<file path="config.mk">
export PLATFORM = sky130hd
export DESIGN_NAME = ufm_read_arbiter_flat
export DESIGN_NICKNAME = d
export VERILOG_FILES = /design/src/rtl/ufm_read_arbiter_if.sv /design/src/rtl/ufm_read_arbiter.sv /design/src/flat_wrapper.sv
export SDC_FILE = /design/constraint.sdc
export NUM_CORES = 1
export LEC_CHECK = 0
export BUFFER_PORTS_ARGS = -buffer_cell sky130_fd_sc_hd__buf_2
export CORE_UTILIZATION = 50
export DETAILED_ROUTE_END_ITERATION = 10
export PLACE_DENSITY = 0.78
export SYNTH_ARGS = -nofsm -noshare
export SYNTH_HDL_FRONTEND = slang
export SYNTH_SLANG_ARGS = --single-unit
</file>
<file path="constraint.sdc">
create_clock -name CLK_10MHZ -period 2.8 [get_ports CLK_10MHZ]
set_input_delay 0.28 -clock CLK_10MHZ [delete_from_list [all_inputs] [get_ports CLK_10MHZ]]
set_output_delay 0.28 -clock CLK_10MHZ [all_outputs]
set_load 0.02 [all_outputs]
</file>
<file path="src/rtl/ufm_read_arbiter_if.sv">
// Requester bus plus altufm parallel-read port shared by ufm_read_arbiter.
// slave  : the arbiter itself
// master : the requesters and the altufm macro driving the arbiter
interface ufm_read_arbiter_if #(
    parameter int NREQ   = 2,
    parameter int ADDR_W = 9,
    parameter int DATA_W = 16
);
    // requester side
    logic [NREQ-1:0]        req;
    logic [NREQ*ADDR_W-1:0] reqAddr;
    logic [NREQ*4-1:0]      reqLen;
    logic [NREQ-1:0]        grant;
    logic [DATA_W-1:0]      rdData;
    logic [NREQ-1:0]        rdValid;
    logic [NREQ-1:0]        done;
    logic [NREQ-1:0]        err;
    // altufm side
    logic [ADDR_W-1:0]      ufmAddr;
    logic                   ufmnRead;
    logic                   ufmDataValid;
    logic [DATA_W-1:0]      ufmDataOut;

    modport slave (
        input  req, reqAddr, reqLen, ufmDataValid, ufmDataOut,
        output grant, rdData, rdValid, done, err, ufmAddr, ufmnRead
    );

    modport master (
        output req, reqAddr, reqLen, ufmDataValid, ufmDataOut,
        input  grant, rdData, rdValid, done, err, ufmAddr, ufmnRead
    );
endinterface

</file>
<file path="src/rtl/ufm_read_arbiter.sv">
// Round-robin arbiter sharing the altufm parallel-read port between NREQ
// burst requesters, with a per-word watchdog that aborts a stalled burst.
module ufm_read_arbiter #(
    parameter int NREQ    = 2,
    parameter int ADDR_W  = 9,
    parameter int DATA_W  = 16,
    parameter int TIMEOUT = 255
) (
    input  logic                CLK_10MHZ,
    input  logic                nReset,
    ufm_read_arbiter_if.slave   bus
);
    localparam int PTR_W = $clog2(NREQ);
    localparam int WD_W  = $clog2(TIMEOUT + 1);
    localparam logic [PTR_W-1:0] LAST_PTR = PTR_W'(NREQ - 1);
    localparam logic [WD_W-1:0]  WD_LAST  = WD_W'(TIMEOUT - 1);

    typedef enum logic [1:0] {IDLE, ISSUE, WAIT, DONE} state_t;

    state_t             state_q, state_d;
    logic [NREQ-1:0]    grant_q, grant_d;
    logic [DATA_W-1:0]  rd_data_q, rd_data_d;
    logic [NREQ-1:0]    rd_valid_q, rd_valid_d;
    logic [NREQ-1:0]    done_q, done_d;
    logic [NREQ-1:0]    err_q, err_d;
    logic [ADDR_W-1:0]  addr_q, addr_d;
    logic               nread_q, nread_d;
    logic [PTR_W-1:0]   rr_q, rr_d;         // last granted requester, also the current owner
    logic [4:0]         rem_q, rem_d;       // words still to fetch, 1..16
    logic [WD_W-1:0]    wd_q, wd_d;
    logic               drop_q, drop_d;     // owner released req during this burst
    logic               dv_q;

    logic [ADDR_W-1:0]  req_addr [NREQ];
    logic [3:0]         req_len  [NREQ];
    logic [PTR_W-1:0]   pick, cand;
    logic               found;
    logic               dv_rise, dv_fall, owner_req, dropped;

    for (genvar g = 0; g < NREQ; g++) begin : g_slice
        assign req_addr[g] = bus.reqAddr[g*ADDR_W +: ADDR_W];
        assign req_len[g]  = bus.reqLen[g*4 +: 4];
    end

    assign dv_rise   =  bus.ufmDataValid & ~dv_q;
    assign dv_fall   = ~bus.ufmDataValid &  dv_q;
    assign owner_req = bus.req[rr_q];
    assign dropped   = drop_q | ~owner_req;

    // Round-robin search: first requesting index after the last winner.
    always_comb begin
        cand  = rr_q;
        pick  = rr_q;
        found = 1'b0;
        for (int k = 0; k < NREQ; k++) begin
            cand = (cand == LAST_PTR) ? '0 : cand + 1'b1;
            if (!found && bus.req[cand]) begin
                found = 1'b1;
                pick  = cand;
            end
        end
    end

    // Burst sequencing: next-state and next-output values.
    always_comb begin
        // NOTE: every target gets a default first, so no path leaves a latch behind.
        state_d    = state_q;
        grant_d    = grant_q;
        rd_data_d  = rd_data_q;
        rd_valid_d = '0;
        done_d     = '0;
        err_d      = '0;
        addr_d     = addr_q;
        nread_d    = nread_q;
        rr_d       = rr_q;
        rem_d      = rem_q;
        wd_d       = wd_q;
        drop_d     = drop_q;
        case (state_q)
            IDLE: begin
                if (found) begin
                    grant_d       = '0;
                    grant_d[pick] = 1'b1;
                    rr_d          = pick;
                    addr_d        = req_addr[pick];
                    rem_d         = (req_len[pick] == 4'd0) ? 5'd16 : {1'b0, req_len[pick]};
                    nread_d       = 1'b0;
                    wd_d          = '0;
                    drop_d        = 1'b0;
                    state_d       = ISSUE;
                end
            end
            ISSUE, WAIT: begin
                wd_d = wd_q + 1'b1;
                if (!owner_req) drop_d = 1'b1;
                if (state_q == ISSUE && dv_fall) begin
                    nread_d = 1'b1;
                    wd_d    = '0;
                    state_d = WAIT;
                end else if (state_q == WAIT && dv_rise) begin
                    // The word is consumed from the UFM even when nobody wants it.
                    addr_d = addr_q + 1'b1;
                    if (dropped) begin
                        grant_d = '0;
                        state_d = IDLE;
                    end else begin
                        rd_data_d        = bus.ufmDataOut;
                        rd_valid_d[rr_q] = 1'b1;
                        rem_d            = rem_q - 1'b1;
                        if (rem_q == 5'd1) begin
                            state_d = DONE;
                        end else begin
                            nread_d = 1'b0;
                            wd_d    = '0;
                            state_d = ISSUE;
                        end
                    end
                end else if (wd_q == WD_LAST) begin
                    nread_d = 1'b1;
                    grant_d = '0;
                    state_d = IDLE;
                    if (!dropped) err_d[rr_q] = 1'b1;
                end
            end
            DONE: begin
                done_d[rr_q] = 1'b1;
                grant_d      = '0;
                state_d      = IDLE;
            end
            default: state_d = IDLE;
        endcase
    end

    // State and output registers; reset forces the UFM read strobe inactive.
    always_ff @(posedge CLK_10MHZ or negedge nReset) begin
        if (!nReset) begin
            state_q    <= IDLE;
            grant_q    <= '0;
            rd_data_q  <= '0;
            rd_valid_q <= '0;
            done_q     <= '0;
            err_q      <= '0;
            addr_q     <= '0;
            nread_q    <= 1'b1;
            rr_q       <= LAST_PTR;
            rem_q      <= '0;
            wd_q       <= '0;
            drop_q     <= 1'b0;
            dv_q       <= 1'b1;   // altufm idles with data_valid high
        end else begin
            // NOTE: non-blocking so every register samples the pre-edge values.
            state_q    <= state_d;
            grant_q    <= grant_d;
            rd_data_q  <= rd_data_d;
            rd_valid_q <= rd_valid_d;
            done_q     <= done_d;
            err_q      <= err_d;
            addr_q     <= addr_d;
            nread_q    <= nread_d;
            rr_q       <= rr_d;
            rem_q      <= rem_d;
            wd_q       <= wd_d;
            drop_q     <= drop_d;
            dv_q       <= bus.ufmDataValid;
        end
    end

    assign bus.grant    = grant_q;
    assign bus.rdData   = rd_data_q;
    assign bus.rdValid  = rd_valid_q;
    assign bus.done     = done_q;
    assign bus.err      = err_q;
    assign bus.ufmAddr  = addr_q;
    assign bus.ufmnRead = nread_q;
endmodule

</file>
<file path="src/flat_wrapper.sv">
// flat-port wrapper written by rule: the top's interface ports become plain ports
module ufm_read_arbiter_flat 
#(
    parameter int NREQ    = 2,
    parameter int ADDR_W  = 9,
    parameter int DATA_W  = 16,
    parameter int TIMEOUT = 255
)
  (CLK_10MHZ, nReset, bus_req, bus_reqAddr, bus_reqLen, bus_ufmDataValid, bus_ufmDataOut, bus_grant, bus_rdData, bus_rdValid, bus_done, bus_err, bus_ufmAddr, bus_ufmnRead);
  ufm_read_arbiter_if #(.NREQ(NREQ), .ADDR_W(ADDR_W), .DATA_W(DATA_W)) bus_i ();
  input  logic CLK_10MHZ;
  input  logic nReset;
  input wire logic [$bits(bus_i.req)-1:0] bus_req;
  input wire logic [$bits(bus_i.reqAddr)-1:0] bus_reqAddr;
  input wire logic [$bits(bus_i.reqLen)-1:0] bus_reqLen;
  input wire logic [$bits(bus_i.ufmDataValid)-1:0] bus_ufmDataValid;
  input wire logic [$bits(bus_i.ufmDataOut)-1:0] bus_ufmDataOut;
  output wire logic [$bits(bus_i.grant)-1:0] bus_grant;
  output wire logic [$bits(bus_i.rdData)-1:0] bus_rdData;
  output wire logic [$bits(bus_i.rdValid)-1:0] bus_rdValid;
  output wire logic [$bits(bus_i.done)-1:0] bus_done;
  output wire logic [$bits(bus_i.err)-1:0] bus_err;
  output wire logic [$bits(bus_i.ufmAddr)-1:0] bus_ufmAddr;
  output wire logic [$bits(bus_i.ufmnRead)-1:0] bus_ufmnRead;
  assign bus_i.req = bus_req;
  assign bus_i.reqAddr = bus_reqAddr;
  assign bus_i.reqLen = bus_reqLen;
  assign bus_i.ufmDataValid = bus_ufmDataValid;
  assign bus_i.ufmDataOut = bus_ufmDataOut;
  assign bus_grant = bus_i.grant;
  assign bus_rdData = bus_i.rdData;
  assign bus_rdValid = bus_i.rdValid;
  assign bus_done = bus_i.done;
  assign bus_err = bus_i.err;
  assign bus_ufmAddr = bus_i.ufmAddr;
  assign bus_ufmnRead = bus_i.ufmnRead;
  ufm_read_arbiter #(.NREQ(NREQ), .ADDR_W(ADDR_W), .DATA_W(DATA_W), .TIMEOUT(TIMEOUT)) u_core (.CLK_10MHZ(CLK_10MHZ), .nReset(nReset), .bus(bus_i));
endmodule
</file>
==> results of run 1 <==
registers in the layout (all words and copies together), names as in the netlist:
| register | cells |
|---|---|
| u_core.bus.err | 2 |
| u_core.drop_q | 1 |
| u_core.rem_q | 5 |
| u_core.bus.rdValid | 2 |
| u_core.rr_q | 1 |
| u_core.dv_q | 1 |
| u_core.bus.ufmnRead | 1 |
| u_core.bus.grant | 2 |
| u_core.bus.done | 2 |
| u_core.bus.rdData | 16 |
| u_core.wd_q | 8 |
| u_core.bus.ufmAddr | 9 |
| u_core.state_q | 2 |
cells by family after synthesis:
kind of cell / after synthesis / synth area share (%)
AO/OA/AOI/OAI: 80 / 19.04
XOR/XNOR: 1 / 0.2969
adder cells (fa/ha/maj): 11 / 4.665
buffers and inverters: 26 / 3.859
flip-flops: 52 / 44.23
multiplexers: 22 / 8.354
AND/OR/NAND/NOR: 104 / 19.55
layout make-up:
| cell class | instances | area share (%) |
|---|---|---|
| multi-input combinational | 218 | 43.24 |
| sequential | 52 | 36.84 |
| clock inverter | 3 | 1.201 |
| tap | 72 | 2.543 |
| clock buffer | 5 | 1.943 |
| timing repair buffer | 87 | 12.86 |
| inverter | 13 | 1.378 |
through the flow:
stage / cell area (sq um) / total power [mW]
after floorplan: 2950 / 2.753
after global placement: 3421 / 3.269
final: 3542 / 3.838
after detailed placement: 3421 / 3.329
after CTS: 3542 / 3.846
after global routing: 3542 / 4.163
worst max path at each step:
stage | endpoint | slack, ns | depth (start not counted) | start
CTS | u_core.bus.rdData[14]$_DFFE_PN0P_ | 0.45 | 6 | u_core.state_q[0]$_DFFE_PN0P_
floorplan | u_core.bus.rdData[14]$_DFFE_PN0P_ | 0.66 | 6 | u_core.state_q[0]$_DFFE_PN0P_
detailed placement | u_core.bus.rdData[14]$_DFFE_PN0P_ | 0.50 | 6 | u_core.state_q[0]$_DFFE_PN0P_
global route | u_core.bus.rdData[14]$_DFFE_PN0P_ | 0.33 | 6 | u_core.state_q[0]$_DFFE_PN0P_
finish | u_core.bus.rdData[14]$_DFFE_PN0P_ | 0.46 | 6 | u_core.state_q[0]$_DFFE_PN0P_
global placement | u_core.bus.rdData[14]$_DFFE_PN0P_ | 0.60 | 6 | u_core.state_q[0]$_DFFE_PN0P_
power breakdown:
| group | leakage [nW] | switching [mW] | internal (mW) |
|---|---|---|---|
| combinational | 1.04 | 1.23 | 0.852 |
| clock | 0.0541 | 0.245 | 0.264 |
| sequential | 0.678 | 0.245 | 1.00 |
layout by cell type (no fill, tap or decap), types with 4 or more instances in the layout:
cell type,count
a211oi_1,10
a21oi_1,11
a31oi_1,11
and2_1,5
and3_1,14
buf_2,80
buf_4,6
clkbuf_8,5
dfrtp_1,49
ha_1,11
inv_1,12
mux2_2,17
nand2_1,18
nand2b_1,4
nand3_1,10
nand4_1,5
nor2_1,18
nor3_1,5
o21ai_0,16
or2_2,4
metal layers:
layer	wire length [um]	global-route usage, %	share of wire (%)
met5	0	0	0
met1	3049	31.69	44
met4	133	9.091	1.9
met3	459	4.598	6.7
met2	3218	39.48	47
what timing repair did:
action                                  CTS  global route
resized for setup                         0             0
endpoints found under the hold margin    19             0
hold buffers                              1             0
endpoints found under the setup margin    0             0
==> qor.yml, run 1 <==
outcome:
  status: "finished clean"
worst_hold_path:
  hold_depth: 1
  hold_path.class: "in -> reg"
  worstHoldStart: "bus_ufmDataValid"
  holdPathEnd: "u_core.dv_q$_DFF_PN1_"
critical_path:
  worst-path-max-fanout: 21
  endpoint_kind: "flip-flop"
  reg2reg_depth: 6
  worst-r2r-setup-slack_ns: 0.46
  critPathSlowestCell: "or4_1"
  critical_path_arrival_ns: 2.53
  path_delay_family: "simple AND/OR/NAND/NOR gates"
  crit_type: "reg -> reg"
  cp.buffers_inverters: 2
  start_kind: "flip-flop"
  required_ns: 2.99
  reg2reg_to: "u_core.bus.rdData[14]$_DFFE_PN0P_"
  crit_path_max_incr_delay_ns: 0.59
  cp_cell_sequence: "inv_1 -> ha_1 -> nand3b_1 -> or4_1 -> buf_4 -> mux2_1"
  r2r_start: "u_core.state_q[0]$_DFFE_PN0P_"
finish:
  multi_input_area_sq_um: 1531
  area_growth_pct: 20.06
  regArea_sq_um: 1305
  utilization_pct: 63.16
  fin_nets: 435
  drive_gt1_share_pct: 34.39
  nFillCells: 472
  fin_cells: 450
  diodes: 0
grt:
  grt_max_degree: 28
  grt_pass1_vias: 2455
  grt_use_total_pct: 24.09
  grt_antenna_before_repair: 0
  overflow: 0
  grt_pass1_wl_um: 11630
synth:
  ys_ff_latch: 52
  syn_area_per_cell_sq_um: 9.967
  synth.distinct_cells: 61
  synth_edf_count: 0
  post-synth-top-count-cell: "dfrtp_1"
  yosysTopAreaCellShare_pct: 41.56
  synth_area_leader_cell: "dfrtp_1"
  synth.cell_area_sq_um: 2950
  syn-instance-count: 296
  ys.flop_type: "dfrtp_1"
  ys_warn_count: 0
  ys_async_sr_fraction_pct: 100.0
  synth_common_cells: "dfrtp_1, nand2_1, nor2_1"
  syn_nets: 354
  synth-seq-area-share_pct: 44.23
  synth_area_leaders: "dfrtp_1, mux2_2, ha_1"
place:
  io_buffers: 80
  gp_congestion: 0.8345
  pre_cts_ws_ns: 0.4973
  place_hpwl_um: 5097
  placedCellCount: 441
floorplan:
  initial_utilization_pct: 52.61
  core_area_sq_um: 5608
  row_count: 27
  die_w_um: 78.82
  dieArea_sq_um: 6212
  ios: 81
  fp.dieH_um: 78.82
clock_network:
  clk_latency_ns: 0.31
  clkTransAtPathRegs_ns: 0.09
  cts_buffers: 5
  clockRootBuffer: "clkbuf_8"
  clkSinkCount: 52
  cts_max_level: 2
  cts_setup_buffers: 0
  clock_path_buffers: 2
  cts_tree: "done"
sta:
  drv_slew: 0
  worst_pin_slew_ns: 0.7098
  grt_setup_unrepaired: "false"
  min_period_over_period_pct: 83.58
  setup_tns_ns: 0
  setup_violations: 0
  hold_viol_final: 0
  maxSlewHeadroom_pct: 52.18
  fin_skew_ns: 0.004216
  clock.fmax_mhz: 427.3
  holdWs_ns: 0.1023
  fin_ws_ns: 0.4599
  fin_crit_ns: 2.340
route:
  wl_per_cell_um: 15.24
  via_per_inst: 5.729
  drc: 0
  dr_total_vias: 2578
  drt-total-wl_um: 6860
  final_antenna_net_count: 0
  firstDrtPassIters: 6
  drtIter0Drc: 96
job:
  drv_cap: 0
pwr:
  max-vdd-ir-drop_v: 0.0005874
  total_leakage_power_nw: 1.770
  power_density_nw_per_um2: 1084
Note: power is estimated with default switching activity, not from simulation.
==> run 2, diff against run 1 <==
Clock period 2.8 ns to 2.25 ns, I/O delays scaled along.
==> run 2 against run 1 <==
Effect of this change:
- critical path depth unchanged
- final cell count increased by 1.3%
- global-route usage fell by 0.49 points
- clock skew is 0.0042 ns higher
- sequential power up 24%
- non-clock buffer count rose by 6
- worst hold slack got worse by 0.090 ns
- power increased by 27%
- routed wire length up 0.85%
- worst setup slack worse by 0.39 ns
- sequential share of layout area decreased by 0.48 points
- critical endpoint unchanged
- largest cell class unchanged
==> qor.yml, run 2 (synthesized netlist as in run 1, its figures left out) <==
sta:
  holdWs_ns: 0.01277  # -0.08956 ns
  fin_skew_ns: 0.008409  # +0.004193 ns
  maxSlewHeadroom_pct: 51.00  # -1.2 points
  min_period_over_period_pct: 96.97  # +13 points
  clock.fmax_mhz: 458.3  # +7.3%
  setup_violations: 0  # unchanged
  worst_pin_slew_ns: 0.7273  # +0.01749 ns
  hold_viol_final: 0  # unchanged
  drv_slew: 0  # unchanged
  fin_crit_ns: 2.182  # -0.1583 ns
critical_path:
  critPathSlowestCell: "or4_1"
  crit_type: "reg -> reg"
  reg2reg_depth: 6  # unchanged
  start_kind: "flip-flop"
  crit_end: "u_core.bus.rdData[14]$_DFFE_PN0P_"
  critical_path_arrival_ns: 2.38  # -0.15 ns
  path_depth: 6  # unchanged
  crit_path_max_incr_delay_ns: 0.56  # -0.03 ns
  cp_cell_sequence: "inv_1 -> ha_1 -> clkinv_1 -> or4_1 -> buf_4 -> mux2_1"
  crit_path_start: "u_core.state_q[0]$_DFFE_PN0P_"
  endpoint_kind: "flip-flop"
  required_ns: 2.45  # -0.54 ns
  r2r_start: "u_core.state_q[0]$_DFFE_PN0P_"
  path_delay_family: "simple AND/OR/NAND/NOR gates"
  worst-r2r-setup-slack_ns: 0.07  # -0.39 ns
  cp.buffers_inverters: 3  # +1
  reg2reg_to: "u_core.bus.rdData[14]$_DFFE_PN0P_"
  worst-path-max-fanout: 9  # -57%
job:
  drv_cap: 0  # unchanged
clock_network:
  cts_tree: "done"
  clk_latency_ns: 0.32  # about the same
  clkTransAtPathRegs_ns: 0.11  # +0.02 ns
  cts_buffers: 5  # unchanged
  clkSinkCount: 52  # unchanged
  clockRootBuffer: "clkbuf_8"
  cts_max_level: 2  # unchanged
  clock_path_buffers: 2  # unchanged
floorplan:
  dieArea_sq_um: 6212  # unchanged
  ios: 81  # unchanged
  die_w_um: 78.82  # unchanged
  fp.dieH_um: 78.82  # unchanged
  core_area_sq_um: 5608  # unchanged
  row_count: 27  # unchanged
  initial_utilization_pct: 52.61  # unchanged
route:
  dr_total_vias: 2655  # +3.0%
  drtIter0Drc: 144  # +50%
  drc: 0  # unchanged
  via_per_inst: 5.822  # +1.6%
  drt-total-wl_um: 6918  # +0.85%
  firstDrtPassIters: 4  # -2
  final_antenna_net_count: 0  # unchanged
  wl_per_cell_um: 15.17  # -0.48%
finish:
  largest_register_ffs: 16  # unchanged
  finalInstanceArea_sq_um: 3588  # +1.3%
  diodes: 0  # unchanged
  final_common_cell: "buf_2"
  fin_cells: 456  # +1.3%
  final_cell_mix: "buf_2, dfrtp_1, nor2_1, nand2_1, mux2_2"
  area_growth_pct: 21.63
  drive_gt1_share_pct: 35.68  # +1.3 points
  fin_nets: 441  # +1.4%
pwr:
  total_leakage_power_nw: 1.798  # +1.6%
  power_density_nw_per_um2: 1355  # +25%
  pwr-share-clk_pct: 11.7  # -1.6 points
  seqPwrFrac_pct: 31.9  # -0.6 points
  max-vdd-ir-drop_v: 0.0006232  # +6.1%
  internal_power_mw: 2.653  # +25%
  pwr-share-comb_pct: 56.4  # +2.2 points
  p_sw_mw: 2.209  # +29%
  switching_share_pct: 45.43  # +0.65 points
grt:
  grt_max_degree: 53  # +89%
  grt_pass1_wl_um: 11540  # -0.71%
  overflow: 0  # unchanged
  grt_pass1_vias: 2462  # +0.29%
  grt_use_total_pct: 23.60  # -0.49 points
  grt_antenna_before_repair: 0  # unchanged
place:
  io_buffers: 80  # unchanged
  gp_congestion: 0.9095  # +9.0%
  place_area_sq_um: 3463  # +1.2%
  placedCellCount: 445  # +0.91%
  place_hpwl_um: 5049  # -0.92%
worst_hold_path:
  hold_path.class: "in -> async"
outcome:
  status: "finished clean"
==> run 2: changes by cell type in the layout (fill, tap and decap cells not counted), sizes merged <==
cell | previous run | this run
buf | 86 | 93
bufinv | 1 | 0
dlygate4sd3 | 1 | 0
inv | 12 | 13
==> run 2: power by group through the flow <==
stage | Sequential (mW) | Clock [mW] | Combinational [mW]
5_1_grt | 1.60 | 0.620 | 3.02
3_3_place_gp | 1.56 | 0 | 2.62
3_5_place_dp | 1.57 | 0 | 2.67
6_report | 1.55 | 0.568 | 2.74
4_1_cts | 1.55 | 0.584 | 2.68
2_1_floorplan | 1.71 | 0 | 1.71
==> run 2: cell type report <==
type,instances,area (sq um)
fillers,488,2019
multi-input cells,218,1538
flip-flops and latches,52,1305
repair buffers,93,510.5
well taps,72,90.09
clock buffers,5,68.82
inverters,13,48.80
clock inverters,3,27.53
==> run 2: repair_timing <==
item                       in CTS  in global routing
hold endpoints to repair        0                  0
gates resized for setup         0                  1
setup endpoints to repair       0                 20
hold buffers                    0                  0
buffers inserted                0                  3
==> run 2: layer usage <==
layer	share of wire (%)	vias up	track usage [%]
li1	-	1275	-
met4	1.4	0	7.455
met2	47	98	39.48
met3	6.3	10	4.598
met5	0	-	0
met1	45	1272	30.91
==> run 2: how the worst min path moves through the flow <==
stage / end / slack (ns) / startpoint
final: u_core.bus.rdData[15]$_DFFE_PN0P_ / 0.01 / nReset
after global routing: u_core.dv_q$_DFF_PN1_ / 0.02 / bus_ufmDataValid
after CTS: u_core.dv_q$_DFF_PN1_ / 0.02 / bus_ufmDataValid
after floorplan: u_core.bus.done[0]$_DFF_PN0_ / -0.07 / nReset
after detailed placement: u_core.dv_q$_DFF_PN1_ / 0.37 / bus_ufmDataValid
after global placement: u_core.dv_q$_DFF_PN1_ / 0.36 / bus_ufmDataValid
==> run 2: through the flow <==
stage	TNS, ns	util [%]	total power [mW]	setup WS [ns]
after floorplan	0	-	3.426	0.1123
after global placement	0	61.76	4.171	0.1852
after detailed placement	0	61.76	4.243	0.09686
after CTS	0	63.48	4.817	0.07966
after global routing	-0.01213	63.99	5.236	-0.01213
final	0	63.99	4.862	0.06816
==> run 2: worst reg2reg max path, delay by kind of cell (launching register included) <==
family	cells	cell delay, ns
buf+inv	3	0.40
flops	1	0.43
fa+ha+maj	1	0.36
mux	1	0.31
simple gates	1	0.56
